File: src/rtl/fpu_pkg.sv
// fpu_pkg: types shared by the FP write-back path.
//   fp32_t     - raw 32-bit single-precision value
//   freg_idx_t - FP register file index (32 registers)
//   wb_entry_t - one buffered result: destination, data, overflow flag
package fpu_pkg;

  typedef logic [31:0] fp32_t;
  typedef logic [4:0]  freg_idx_t;

  typedef struct packed {
    freg_idx_t rd;
    fp32_t     data;
    logic      ovf;
  } wb_entry_t;

endpackage

File: src/rtl/fpu_wb_fifo.sv
// fpu_wb_fifo: first-word-fall-through result buffer.
//   clk, rst   - clock, synchronous active-high reset
//   push       - write push_entry this cycle
//   push_entry - entry to store
//   pop        - consume the head this cycle (ignored when empty)
//   head       - current head entry, zero while empty
//   count      - current occupancy, 0..DEPTH
// DEPTH must be a power of two so the pointers wrap naturally.
module fpu_wb_fifo
  import fpu_pkg::*;
#(
  parameter int DEPTH = 4
) (
  input  logic                   clk,
  input  logic                   rst,
  input  logic                   push,
  input  wb_entry_t              push_entry,
  input  logic                   pop,
  output wb_entry_t              head,
  output logic [$clog2(DEPTH):0] count
);

  localparam int AW = $clog2(DEPTH);

  wb_entry_t     mem [DEPTH];
  logic [AW-1:0] wr_ptr_reg;
  logic [AW-1:0] rd_ptr_reg;
  logic [AW:0]   count_reg;
  logic          empty;
  logic          full;
  logic          do_push;
  logic          do_pop;

  assign empty   = (count_reg == '0);
  assign full    = (count_reg == (AW+1)'(DEPTH));
  assign do_pop  = pop && !empty;
  // A push into a full buffer is only legal when the head leaves the same cycle.
  assign do_push = push && (!full || do_pop);

  // Storage carries no reset; validity is tracked by count_reg alone.
  always_ff @(posedge clk) begin
    if (do_push) begin
      mem[wr_ptr_reg] <= push_entry;
    end
  end

  always_ff @(posedge clk) begin
    if (rst) begin
      wr_ptr_reg <= '0;
      rd_ptr_reg <= '0;
      count_reg  <= '0;
    end else begin
      if (do_push) begin
        wr_ptr_reg <= wr_ptr_reg + AW'(1);
      end
      if (do_pop) begin
        rd_ptr_reg <= rd_ptr_reg + AW'(1);
      end
      case ({do_push, do_pop})
        2'b10:   count_reg <= count_reg + (AW+1)'(1);
        2'b01:   count_reg <= count_reg - (AW+1)'(1);
        default: count_reg <= count_reg;
      endcase
    end
  end

  // Head is forced to zero while empty so stale storage never shows.
  assign head  = empty ? '0 : mem[rd_ptr_reg];
  assign count = count_reg;

endmodule

File: src/rtl/fsub_wb.sv
// fsub_wb: write-back stage for a fixed-latency fsub unit.
//   clk, rst     - clock, synchronous active-high reset
//   issue_valid  - an fsub operation is offered this cycle
//   issue_rd     - destination register of that operation
//   issue_ready  - a credit is free; the issue is taken when both are high
//   y, ovf       - fsub result and overflow, valid LAT cycles after issue
//   wb_valid     - buffer head holds a result
//   wb_ready     - register file takes the head this cycle
//   wb_rd, wb_data, wb_ovf - head entry
//   ovf_sticky   - sticky overflow status
//   ovf_clear    - clears ovf_sticky
// Macro FSUB_WB_OVF_STICKY_EN builds the sticky overflow register; without
// it ovf_sticky is tied low and ovf_clear is ignored.
module fsub_wb
  import fpu_pkg::*;
#(
  parameter int LAT   = 1,
  parameter int DEPTH = 4
) (
  input  logic      clk,
  input  logic      rst,
  input  logic      issue_valid,
  input  freg_idx_t issue_rd,
  output logic      issue_ready,
  input  fp32_t     y,
  input  logic      ovf,
  output logic      wb_valid,
  input  logic      wb_ready,
  output freg_idx_t wb_rd,
  output fp32_t     wb_data,
  output logic      wb_ovf,
  output logic      ovf_sticky,
  input  logic      ovf_clear
);

  // Wide enough for every tag-pipe stage plus a full buffer.
  localparam int CW = $clog2(LAT + DEPTH + 1);

  logic [LAT-1:0]        valid_pipe_reg;
  freg_idx_t             rd_pipe_reg [LAT];
  logic                  issue_fire;
  logic                  push;
  logic                  pop;
  wb_entry_t             push_entry;
  wb_entry_t             head;
  logic [$clog2(DEPTH):0] fifo_count;
  logic [CW-1:0]         pipe_count;
  logic [CW-1:0]         credit_used;

  assign issue_fire = issue_valid && issue_ready;

  // Tag pipe stage 0 samples the issue port every cycle.
  always_ff @(posedge clk) begin
    if (rst) begin
      valid_pipe_reg[0] <= 1'b0;
      rd_pipe_reg[0]    <= '0;
    end else begin
      valid_pipe_reg[0] <= issue_fire;
      rd_pipe_reg[0]    <= issue_rd;
    end
  end

  genvar gi;
  generate
    for (gi = 1; gi < LAT; gi++) begin : g_stage
      always_ff @(posedge clk) begin
        if (rst) begin
          valid_pipe_reg[gi] <= 1'b0;
          rd_pipe_reg[gi]    <= '0;
        end else begin
          valid_pipe_reg[gi] <= valid_pipe_reg[gi-1];
          rd_pipe_reg[gi]    <= rd_pipe_reg[gi-1];
        end
      end
    end
  endgenerate

  // The last stage lines up with the fsub result; y/ovf are captured only then.
  assign push       = valid_pipe_reg[LAT-1];
  assign push_entry = '{rd: rd_pipe_reg[LAT-1], data: y, ovf: ovf};

  fpu_wb_fifo #(
    .DEPTH(DEPTH)
  ) u_fifo (
    .clk       (clk),
    .rst       (rst),
    .push      (push),
    .push_entry(push_entry),
    .pop       (pop),
    .head      (head),
    .count     (fifo_count)
  );

  assign wb_valid = (fifo_count != '0);
  assign pop      = wb_valid && wb_ready;
  assign wb_rd    = head.rd;
  assign wb_data  = head.data;
  assign wb_ovf   = head.ovf;

  // Every in-flight tag already owns a buffer slot, so a push never finds
  // the buffer full. Only registered state feeds issue_ready.
  always_comb begin
    pipe_count = '0;
    for (int i = 0; i < LAT; i++) begin
      pipe_count = pipe_count + CW'(valid_pipe_reg[i]);
    end
  end

  assign credit_used = pipe_count + CW'(fifo_count);
  assign issue_ready = (credit_used < CW'(DEPTH));

`ifdef FSUB_WB_OVF_STICKY_EN
  logic sticky_reg;

  // Setting has priority over a coincident clear.
  always_ff @(posedge clk) begin
    if (rst) begin
      sticky_reg <= 1'b0;
    end else if (pop && head.ovf) begin
      sticky_reg <= 1'b1;
    end else if (ovf_clear) begin
      sticky_reg <= 1'b0;
    end
  end

  assign ovf_sticky = sticky_reg;
`else
  logic unused_ovf_clear;

  assign unused_ovf_clear = ovf_clear;
  assign ovf_sticky       = 1'b0;
`endif

endmodule

File: config.mk
export PLATFORM = sky130hd
export DESIGN_NAME = fsub_wb
export DESIGN_NICKNAME = d
export VERILOG_FILES = /design/src/rtl/fpu_pkg.sv /design/src/rtl/fpu_wb_fifo.sv /design/src/rtl/fsub_wb.sv
export SDC_FILE = /design/constraint.sdc
export NUM_CORES = 1
export LEC_CHECK = 0
export CORE_AREA = 5 5 142 144
export CTS_CLUSTER_DIAMETER = 40
export DETAILED_ROUTE_END_ITERATION = 16
export DIE_AREA = 0 0 147 149
export PLACE_DENSITY = 0.64
export SETUP_SLACK_MARGIN = 0.5
export SLEW_MARGIN = 10
export SYNTH_ARGS = -nofsm -noshare
export SYNTH_HDL_FRONTEND = slang
export SYNTH_SLANG_ARGS = --single-unit
export TNS_END_PERCENT = 20
File: constraint.sdc
create_clock -name clk -period 4.09 [get_ports clk]
set_clock_uncertainty 0.1 [all_clocks]
set_input_delay 0.818 -clock clk [delete_from_list [all_inputs] [get_ports clk]]
set_output_delay 0.818 -clock clk [all_outputs]
set_load 0.01 [all_outputs]
==> results of run 1 <==
==> cell usage in the layout, fill, tap and decap left out <==
master / instances
buf_12: 5
mux2_4: 1
nor2_1: 7
and3b_1: 1
clkbuf_1: 3
nand3_1: 1
o41a_1: 1
bufinv_16: 1
clkinvlp_4: 1
or3_1: 2
inv_1: 8
ha_1: 5
and2_2: 4
xnor2_1: 1
dfxtp_2: 1
dfxtp_4: 1
edfxtp_1: 152
dfxtp_1: 13
nand2b_1: 2
fa_1: 1
nor3_2: 1
o31ai_1: 1
clkbuf_16: 21
and2b_1: 5
mux4_2: 38
conb_1: 1
o21ai_0: 2
nor2b_1: 38
mux2i_1: 1
clkinv_2: 1
a21oi_1: 3
clkbuf_8: 2
nand2_1: 1
inv_2: 1
xor2_1: 3
buf_4: 8
inv_6: 2
clkinv_4: 1
clkdlybuf4s50_1: 81
==> worst max path at each step <==
stage,to,from,depth (start not counted),slack [ns]
finish,wb_data[17],register,4,0.68
detailed placement,u_fifo.count[2]$_SDFFE_PP0P_,wb_ready,9,0.85
global route,wb_data[29],register,4,0.53
global placement,u_fifo.count[2]$_SDFFE_PP0P_,wb_ready,9,0.92
floorplan,u_fifo.count[2]$_SDFFE_PP0P_,wb_ready,8,1.49
CTS,wb_ovf,register,4,0.57
==> final cells by class <==
type | count | share of cell area, %
clock buffers | 26 | 6.856
clock inverters | 6 | 0.8361
inverters | 9 | 0.4105
multi-input cells | 120 | 17.38
flip-flops and latches | 167 | 59.17
well taps | 234 | 3.557
repair buffers | 94 | 11.80
==> power by group <==
group          internal (mW)  switching (mW)
Combinational          0.833           0.643
Sequential              1.97          0.0624
Clock                   1.02           0.616
==> through the flow <==
| step | std cells | util [%] | power (mW) | setup WS, ns |
|---|---|---|---|---|
| floorplan | 310 | - | 2.864 | 1.491 |
| global placement | 620 | 40.73 | 3.554 | 0.9206 |
| detailed placement | 620 | 40.73 | 3.564 | 0.8456 |
| CTS | 652 | 44.13 | 5.215 | 0.5654 |
| global route | 656 | 44.30 | 5.425 | 0.5304 |
| finish | 656 | 44.30 | 5.143 | 0.6841 |
==> kinds of logic after synthesis <==
kind of cell / after synthesis / share of synthesized area [%]
multiplexers: 40 / 13.76
adder cells (fa/ha/maj): 6 / 1.290
AND/OR/NAND/NOR: 62 / 5.842
AO/OA/AOI/OAI: 7 / 0.6838
XOR/XNOR: 4 / 0.5472
buffers and inverters: 23 / 1.856
other: 1 / 0.05856
flip-flops: 167 / 75.97
==> worst reg2reg max path: stages, from the launching register on <==
cell and delay (ns):
dfxtp_1 0.40, inv_2 0.06, o41a_1 0.53, inv_1 0.10, ha_1 0.18, inv_1 0.06, fa_1 0.37, xor2_1 0.16
or3_1 0.30, a21oi_1 0.15
==> per-layer routing <==
layer  track usage [%]  wire length (um)  up-vias
li1                  -                 -     1415
met4             4.194               163        0
met5                 0                 0        -
met1             13.29              4977     1540
met2             19.57              6036       73
met3             3.677               604       14
==> timing repair <==
item / in CTS / in global routing
endpoints found under the setup margin: 0 / 1
hold endpoints to repair: 0 / 0
setup buffers: 0 / 4
==> impl_metrics.env, run 1 <==
export IMPL_outcome="finished clean"
export IMPL_hold_path_class="register to register"
export IMPL_dieArea_um2=21900
export IMPL_dr_first_iter_drc_count=97
export IMPL_crit_buf_inv=2
export IMPL_syn2layout_area_growth_pct=28.53
export IMPL_end_kind="output pin"
export IMPL_reg2reg_slack_ns=1.59
export IMPL_routed_wirelength_um=11780
export IMPL_gp_congestion=0.6470
export IMPL_worstPathArrival_ns=2.49
export IMPL_crit_type="register to output pin"
export IMPL_tns_ns=0
export IMPL_core_area_um2=18580
export IMPL_ys_types=30
export IMPL_grt_ovfl_total=0
export IMPL_syn_nets=359
export IMPL_antenna_found_initial=0
export IMPL_cp_max_fo=25
export IMPL_max_freq_ghz=0.2936
export IMPL_max_stage_delay_ns=0.80
export IMPL_ff2ff_path_depth=9
export IMPL_multiInputGateArea_um2=1430
export IMPL_largest_reg_flops=152
export IMPL_r2r_start="u_fifo.count[2]$_SDFFE_PP0P_"
export IMPL_powerDensity_nw_per_um2=624.9
export IMPL_drcViolationCount=0
export IMPL_final_nets=458
export IMPL_fillers=1591
export IMPL_crit_chain="buf_4 > mux4_2 > nor2b_1 > clkdlybuf4s50_1"
export IMPL_whs_endpoint="u_fifo.mem[0][36]$_DFFE_PP_"
export IMPL_yosysTopAreaCell="edfxtp_1"
export IMPL_path_clk_slew_ns=0.06
export IMPL_drive_gt1_share_pct=21.09
export IMPL_synth_top_cells_by_count="152 x edfxtp_1, 38 x mux4_2, 38 x nor2b_1, 15 x dfxtp_1, 8 x inv_1"
export IMPL_antenna_cells=0
export IMPL_synthTopCellsByArea="edfxtp_1 71%, mux4_2 13%, dfxtp_1 4.7%"
export IMPL_yosys_area_top_type_share_pct=71.28
export IMPL_r2r_end="u_fifo.count[2]$_SDFFE_PP0P_"
export IMPL_ctsHoldBuffers=0
export IMPL_synthesis_area_um2=6404
export IMPL_whs_path_depth=0
export IMPL_avgSynthCellArea_um2=20.66
export IMPL_startpoint_type="register"
export IMPL_drv_cap=0
export IMPL_grt_usage_pct=11.33
export IMPL_finalInstanceArea_um2=8230
export IMPL_min_from="rd_pipe_reg[0][3]$_SDFF_PP0_"
export IMPL_cts_resized=0
export IMPL_synthFlopType="edfxtp_1"
export IMPL_register_area_um2=4870
export IMPL_postSynth_asyncResetShare_pct=0
export IMPL_tightest_slew_ns=0.7330
export IMPL_leakage_nw=2.650
export IMPL_required_ns=3.17
export IMPL_post_route_period_util_pct=83.27
export IMPL_tritoncts="yes"
export IMPL_die_w_um=147
export IMPL_cp_top_family="buffers and inverters"
export IMPL_yosysMostFrequentCell="edfxtp_1"
export IMPL_slew_violations=0
export IMPL_vias=3042
export IMPL_ios=84
export IMPL_grt_pass1_vias=3387
export IMPL_ir_worst_vdd_mv=0.3211
export IMPL_synth_edff_count=152
export IMPL_grt_max_degree=34
export IMPL_relSlewSlack_pct=51.13
export IMPL_rsz0062_at_grt="no"
export IMPL_syn_instance_count=310
export IMPL_clk_latency_ns=0.41
export IMPL_place_area_um2=7567
export IMPL_cts_htree_levels=4
export IMPL_rows=50
export IMPL_cts_buffers=17
export IMPL_io_buffers=81
export IMPL_ys_ff_latch=167
export IMPL_fp_dieH_um=149
export IMPL_setup_viol=0
export IMPL_finalCriticalPeriod_ns=3.406
export IMPL_cts_root_buf="clkbuf_16"
export IMPL_yosysWarnings=0
export IMPL_whs_ns=0.3713
export IMPL_vias_per_cell=4.637
export IMPL_numClockSinks=167
export IMPL_clock_path_buffers=2
export IMPL_ys_seq_area_share_pct=75.97
export IMPL_ant_nets=0
export IMPL_place_hpwl_um=7330
export IMPL_wl_per_cell_um=17.96
export IMPL_cp_slowest_cell="dfxtp_2"
export IMPL_dr_pass1_iters=4
export IMPL_initial_core_util_pct=34.46
export IMPL_final_hold_violation_count=0
export IMPL_grt_pass1_wl_um=18600
(Power assumes the default switching activity.)
==> run 2, diff against run 1 <==
--- a/config.mk
+++ b/config.mk
@@ -9,7 +9,7 @@
 export CTS_CLUSTER_DIAMETER = 40
 export DETAILED_ROUTE_END_ITERATION = 16
 export DIE_AREA = 0 0 147 149
-export PLACE_DENSITY = 0.64
+export PLACE_DENSITY = 0.66
 export SETUP_SLACK_MARGIN = 0.5
 export SLEW_MARGIN = 10
 export SYNTH_ARGS = -nofsm -noshare
==> constraint.sdc (replaced) <==
create_clock -name clk -period 3.04 [get_ports clk]
set_clock_uncertainty 0.1 [all_clocks]
set_input_delay 0.608 -clock clk [delete_from_list [all_inputs] [get_ports clk]]
set_output_delay 0.608 -clock clk [all_outputs]
set_load 0.01 [all_outputs]
==> run 2 against run 1 <==
Worst setup slack got worse by 0.21 ns; routed wire length rose by 6.6%; critical path type unchanged; sequential share of layout area fell by 0.81 points; die area did not move; via count rose by 2.9%.
==> impl_metrics.env, run 2 (synthesis gave the netlist of run 1 again) <==
export IMPL_slew_violations=0
export IMPL_dr_first_iter_drc_count=142
export IMPL_drcViolationCount=0
export IMPL_place_hpwl_um=7613
export IMPL_grt_usage_pct=12.07
export IMPL_ff2ff_path_depth=9
export IMPL_fp_dieH_um=149
export IMPL_grt_ovfl_total=0
export IMPL_rows=50
export IMPL_finalInstanceArea_um2=8349
export IMPL_initial_core_util_pct=34.46
export IMPL_cp_top_family="multiplexers"
export IMPL_ir_worst_vdd_mv=0.5211
export IMPL_relSlewSlack_pct=28.42
export IMPL_numClockSinks=167
export IMPL_routed_wirelength_um=12560
export IMPL_max_stage_delay_ns=0.48
export IMPL_hold_path_class="register to register"
export IMPL_finalCriticalPeriod_ns=2.561
export IMPL_outcome="finished clean"
export IMPL_clock_path_buffers=2
export IMPL_io_buffers=81
export IMPL_powerDensity_nw_per_um2=869.0
export IMPL_cp_max_fo=6
export IMPL_clk_latency_ns=0.41
export IMPL_switching_share_pct=26.59
export IMPL_totalPowerFinal_mw=7.256
export IMPL_startpoint_type="register"
export IMPL_critical_path_depth=5
export IMPL_whs_path_depth=0
export IMPL_syn2layout_area_growth_pct=30.38
export IMPL_ios=84
export IMPL_post_route_period_util_pct=84.26
export IMPL_drv_cap=0
export IMPL_cts_htree_levels=4
export IMPL_preCtsSetupSlack_ns=0.08205
export IMPL_final_nets=470
export IMPL_wl_per_cell_um=18.81
export IMPL_grt_pass1_vias=3517
export IMPL_rsz0062_at_grt="yes"
export IMPL_cp_slowest_cell="mux4_2"
export IMPL_vias_per_cell=4.684
export IMPL_switchingPower_mw=1.929
export IMPL_drive_gt1_share_pct=33.87
export IMPL_leakage_nw=2.853
export IMPL_final_common_cell="edfxtp_1"
export IMPL_power_frac_seq_pct=37.7
export IMPL_place_area_um2=7590
export IMPL_dr_pass1_iters=4
export IMPL_vias=3129
export IMPL_tightest_slew_ns=1.074
export IMPL_worstPathArrival_ns=1.85
export IMPL_grt_pass1_wl_um=19830
export IMPL_ctsHoldBuffers=0
export IMPL_cts_root_buf="clkbuf_16"
export IMPL_die_w_um=147
export IMPL_p_int_mw=5.326
export IMPL_fillers=1572
export IMPL_antenna_found_initial=0
export IMPL_setup_ws_ns=0.4785
export IMPL_antenna_cells=0
export IMPL_ant_nets=0
export IMPL_crit_type="register to output pin"
export IMPL_crit_chain="buf_6 > buf_16 > mux4_2 > nor2b_2 > buf_2"
export IMPL_path_clk_slew_ns=0.06
export IMPL_dieArea_um2=21900
export IMPL_cts_buffers=17
export IMPL_crit_buf_inv=3
export IMPL_final_util_pct=44.94
export IMPL_setup_viol=0
export IMPL_end_kind="output pin"
export IMPL_grt_max_degree=39
export IMPL_max_freq_ghz=0.3904
export IMPL_tritoncts="yes"
export IMPL_final_hold_violation_count=0
export IMPL_final_cell_mix="152 x edfxtp_1, 43 x clkdlybuf4s50_1, 38 x mux4_2"
export IMPL_gp_congestion=0.6664
export IMPL_required_ns=2.33
export IMPL_largest_reg_flops=152
export IMPL_core_area_um2=18580
export IMPL_p_comb_share_pct=31.9
export IMPL_p_clk_share_pct=30.4
export IMPL_tns_ns=0
## run 2: path summary, 6_finish.rpt
path	from	end	slack [ns]
min	rd_pipe_reg[0][2]$_SDFF_PP0_	u_fifo.mem[0][35]$_DFFE_PP_	0.38
max	register	wb_data[14]	0.48
max reg2reg	u_fifo.count[2]$_SDFFE_PP0P_	u_fifo.count[2]$_SDFFE_PP0P_	0.57
min reg2reg	rd_pipe_reg[0][2]$_SDFF_PP0_	u_fifo.mem[0][35]$_DFFE_PP_	0.38
## run 2: cell type report
class                   instances  area (um^2)  area share [%]
flip-flops and latches        167         4872           58.35
multi-input cells             120         1501           17.98
repair buffers                106         1037           12.42
clock buffers                  23        457.9           5.485
well taps                     234        292.8           3.507
clock inverters                 9        153.9           1.843
inverters                       9        33.78          0.4046
## run 2: power groups by stage
stage | clock [mW] | combinational [mW] | sequential (mW)
global route | 2.36 | 2.52 | 2.75
global placement | 0 | 2.02 | 2.81
detailed placement | 0 | 2.04 | 2.82
finish | 2.21 | 2.31 | 2.74
CTS | 2.26 | 2.32 | 2.74
floorplan | 0 | 1.12 | 2.73
## run 2: metal layers
layer | track usage (%) | part of all wire, % | up-vias
met5 | 0 | 0 | -
met4 | 3.495 | 1.0 | 0
met3 | 3.889 | 4.5 | 9
met2 | 20.97 | 53 | 71
met1 | 14.47 | 42 | 1613
li1 | - | - | 1436
## run 2: stage by stage
stage               cells  hold WS [ns]
detailed placement    623        0.3745
floorplan             310        0.3383
global placement      623        0.3450
finish                668        0.3766
CTS                   668        0.3818
global route          668        0.3896
## run 2: worst register-to-register path: cells and delay by family (launching register included)
kind	cells	cell delay, ns
xor+xnor	1	0.16
simple gates	1	0.31
fa+ha+maj	2	0.55
buf+inv	3	0.22
flops	1	0.45
compound gates	2	0.62
## run 2: repair_timing
action,4_1_cts,5_1_grt
gates resized for setup,179,8
cloned,3,0
pin swaps,1,0
setup buffers,10,0
setup endpoints to repair,39,41
==> RTL change, RTL diff (flow settings as in run 2) <==
Change the parameter `LAT` from 1 to 2.
--- a/src/rtl/fsub_wb.sv
+++ b/src/rtl/fsub_wb.sv
@@ -16,3 +16,3 @@
 #(
-  parameter int LAT   = 1,
+  parameter int LAT   = 2,
   parameter int DEPTH = 4
Behaviour: not the same (a bounded check fails within 4 cycles, from zero or initial values and one cycle with rst high).
==> RTL change against run 2 <==
  * Non-clock buffer count increased by 2
  * Power down 6.6%
  * Setup slack worse by 0.073 ns
  * Via count is 3.2% higher
  * Sequential cell count is 6 higher
  * Die area is the same
  * Wire length is 2.2% lower
  * Largest cell class unchanged
  * Highest routed layer is now met5
  * Critical path depth did not move
  * Synthesized area grew 2.9%
  * Cell area up 1.5%
  * Utilization increased by 0.65 points
==> RTL change: results (changes against run 2) <==
* Worst slack at placement at 0.127 ns (was 0.0821 ns)
* Launch instance of the worst min-delay path: rd_pipe_reg[0][0] (was rd_pipe_reg[0][2])
* Number of antenna violations at the first check in global routing at 1 (was 0)
* Sequential element share of the synthesized area at 75.6% (was 76.0%)
* Total number of nets in the final design at 488 (was 470)
* Final hold slack at 0.345 ns (was 0.377 ns)
* Net Count, Synth at 376 (was 359)
* Arrival @ worst endpoint at 1.93 ns (was 1.85 ns)
* Global-route wire length before repair at 19600 um (was 19800 um)
* Number of buffers created by CTS at 17 (unchanged)
* Tot GR Track Use at 11.8% (was 12.1%)
* Diode count at 0 (unchanged)
* Synthesized area per cell at 20.2 sq um (was 20.7 sq um)
* Routed wirelength normalized by instance count at 17.9 um (was 18.8 um)
* Vias in the first global route at 3601 (was 3517)
* Cells after DPL at 633 (was 623)
* Final estimated routing congestion in global placement at 0.683 (was 0.666)
* Leakage at 2.89 nW (was 2.85 nW)
* Maximum vdd ir drop at 449 uV (was 521 uV)
* List of most frequent post-synthesis cells: 152 x sky130_fd_sc_hd__edfxtp_1, 46 x sky130_fd_sc_hd__nor2b_1, 38 x sky130_fd_sc_hd__mux4_2 (was 152 x sky130_fd_sc_hd__edfxtp_1, 38 x sky130_fd_sc_hd__mux4_2, 38 x sky130_fd_sc_hd__nor2b_1)
* Number of instances on the worst hold path at 1 (was 0)
* Proportion of layout cells with a drive suffix above 1 at 32.4% (was 33.9%)
* Transition time at the pin with the least slew margin at 1.10 ns (was 1.07 ns)
* Standard cell with the maximum stage delay on the critical path: sky130_fd_sc_hd__mux4_2 (unchanged)
* Max reg flops at 152 (unchanged)
* Reg2Reg Setup Slack at 0.65 ns (was 0.57 ns)
* Share of power burned in the clock network at 31.8% (was 30.4%)
* Overall via count from detail_route at 3230 (was 3129)
* Clock transition at path regs at 0.06 ns (about the same)
* Post-synth EDFFs at 152 (unchanged)
* Largest fanout of any net on the critical path at 7 (was 6)
* Largest net degree at the start of global routing at 42 (was 39)
* Power drawn by the combinational cells at 1.89 mW (was 2.31 mW)
* Detailed placer's ending HPWL at 7030 um (was 7610 um)
* Sum of internal, switching and leakage power at 6.78 mW (was 7.26 mW)
* End point of the most critical hold path: rd_pipe_reg[1][0] (was u_fifo.mem[0][35])
* Min Clock Period, post-route at 2.63 ns (was 2.56 ns)
* Cell Area, Placed at 7730 sq um (was 7590 sq um)
* Detailed Route Iter0 Violations at 144 (was 142)
* Filler instances at 1586 (was 1572)
* Finished Layout Cells at 685 (was 668)
* Most area-consuming cells after synthesis: sky130_fd_sc_hd__edfxtp_1 69%, sky130_fd_sc_hd__mux4_2 13%, sky130_fd_sc_hd__dfxtp_1 6.4% (was sky130_fd_sc_hd__edfxtp_1 71%, sky130_fd_sc_hd__mux4_2 13%, sky130_fd_sc_hd__dfxtp_1 4.7%)
* Outcome: complete, no violations (unchanged)
-- RTL change: final cells by class --
cell class	instances	area (sq um)	share of cell area [%]
Multi-Input combinational cell	129	1520	17.9
Clock inverter	7	68.8	0.812
Timing Repair Buffer	108	1020	12.1
Clock buffer	25	538	6.35
Inverter	9	33.8	0.399
Sequential cell	173	4990	59.0
Tap cell	234	293	3.46
-- RTL change: logic make-up after synthesis --
group,share of synthesized area (%)
AO/OA/AOI/OAI,0.854
XOR/XNOR,0.399
adder cells (fa/ha/maj),1.44
buffers and inverters,1.90
flip-flops,75.6
multiplexers,13.4
other,0.0569
AND/OR/NAND/NOR,6.34
-- RTL change: repair_timing --
action	in CTS	in global routing
resized for setup	103	44
buffers inserted	15	3
setup endpoints to repair	40	121
cloned	2	0
-- RTL change: metal layers --
metal	share of wire [%]	global-route usage (%)	routed length, um
met1	42	14.0	5210
met2	51	20.0	6230
met3	5.1	3.71	627
met4	1.7	4.75	208
met5	0.11	0	13
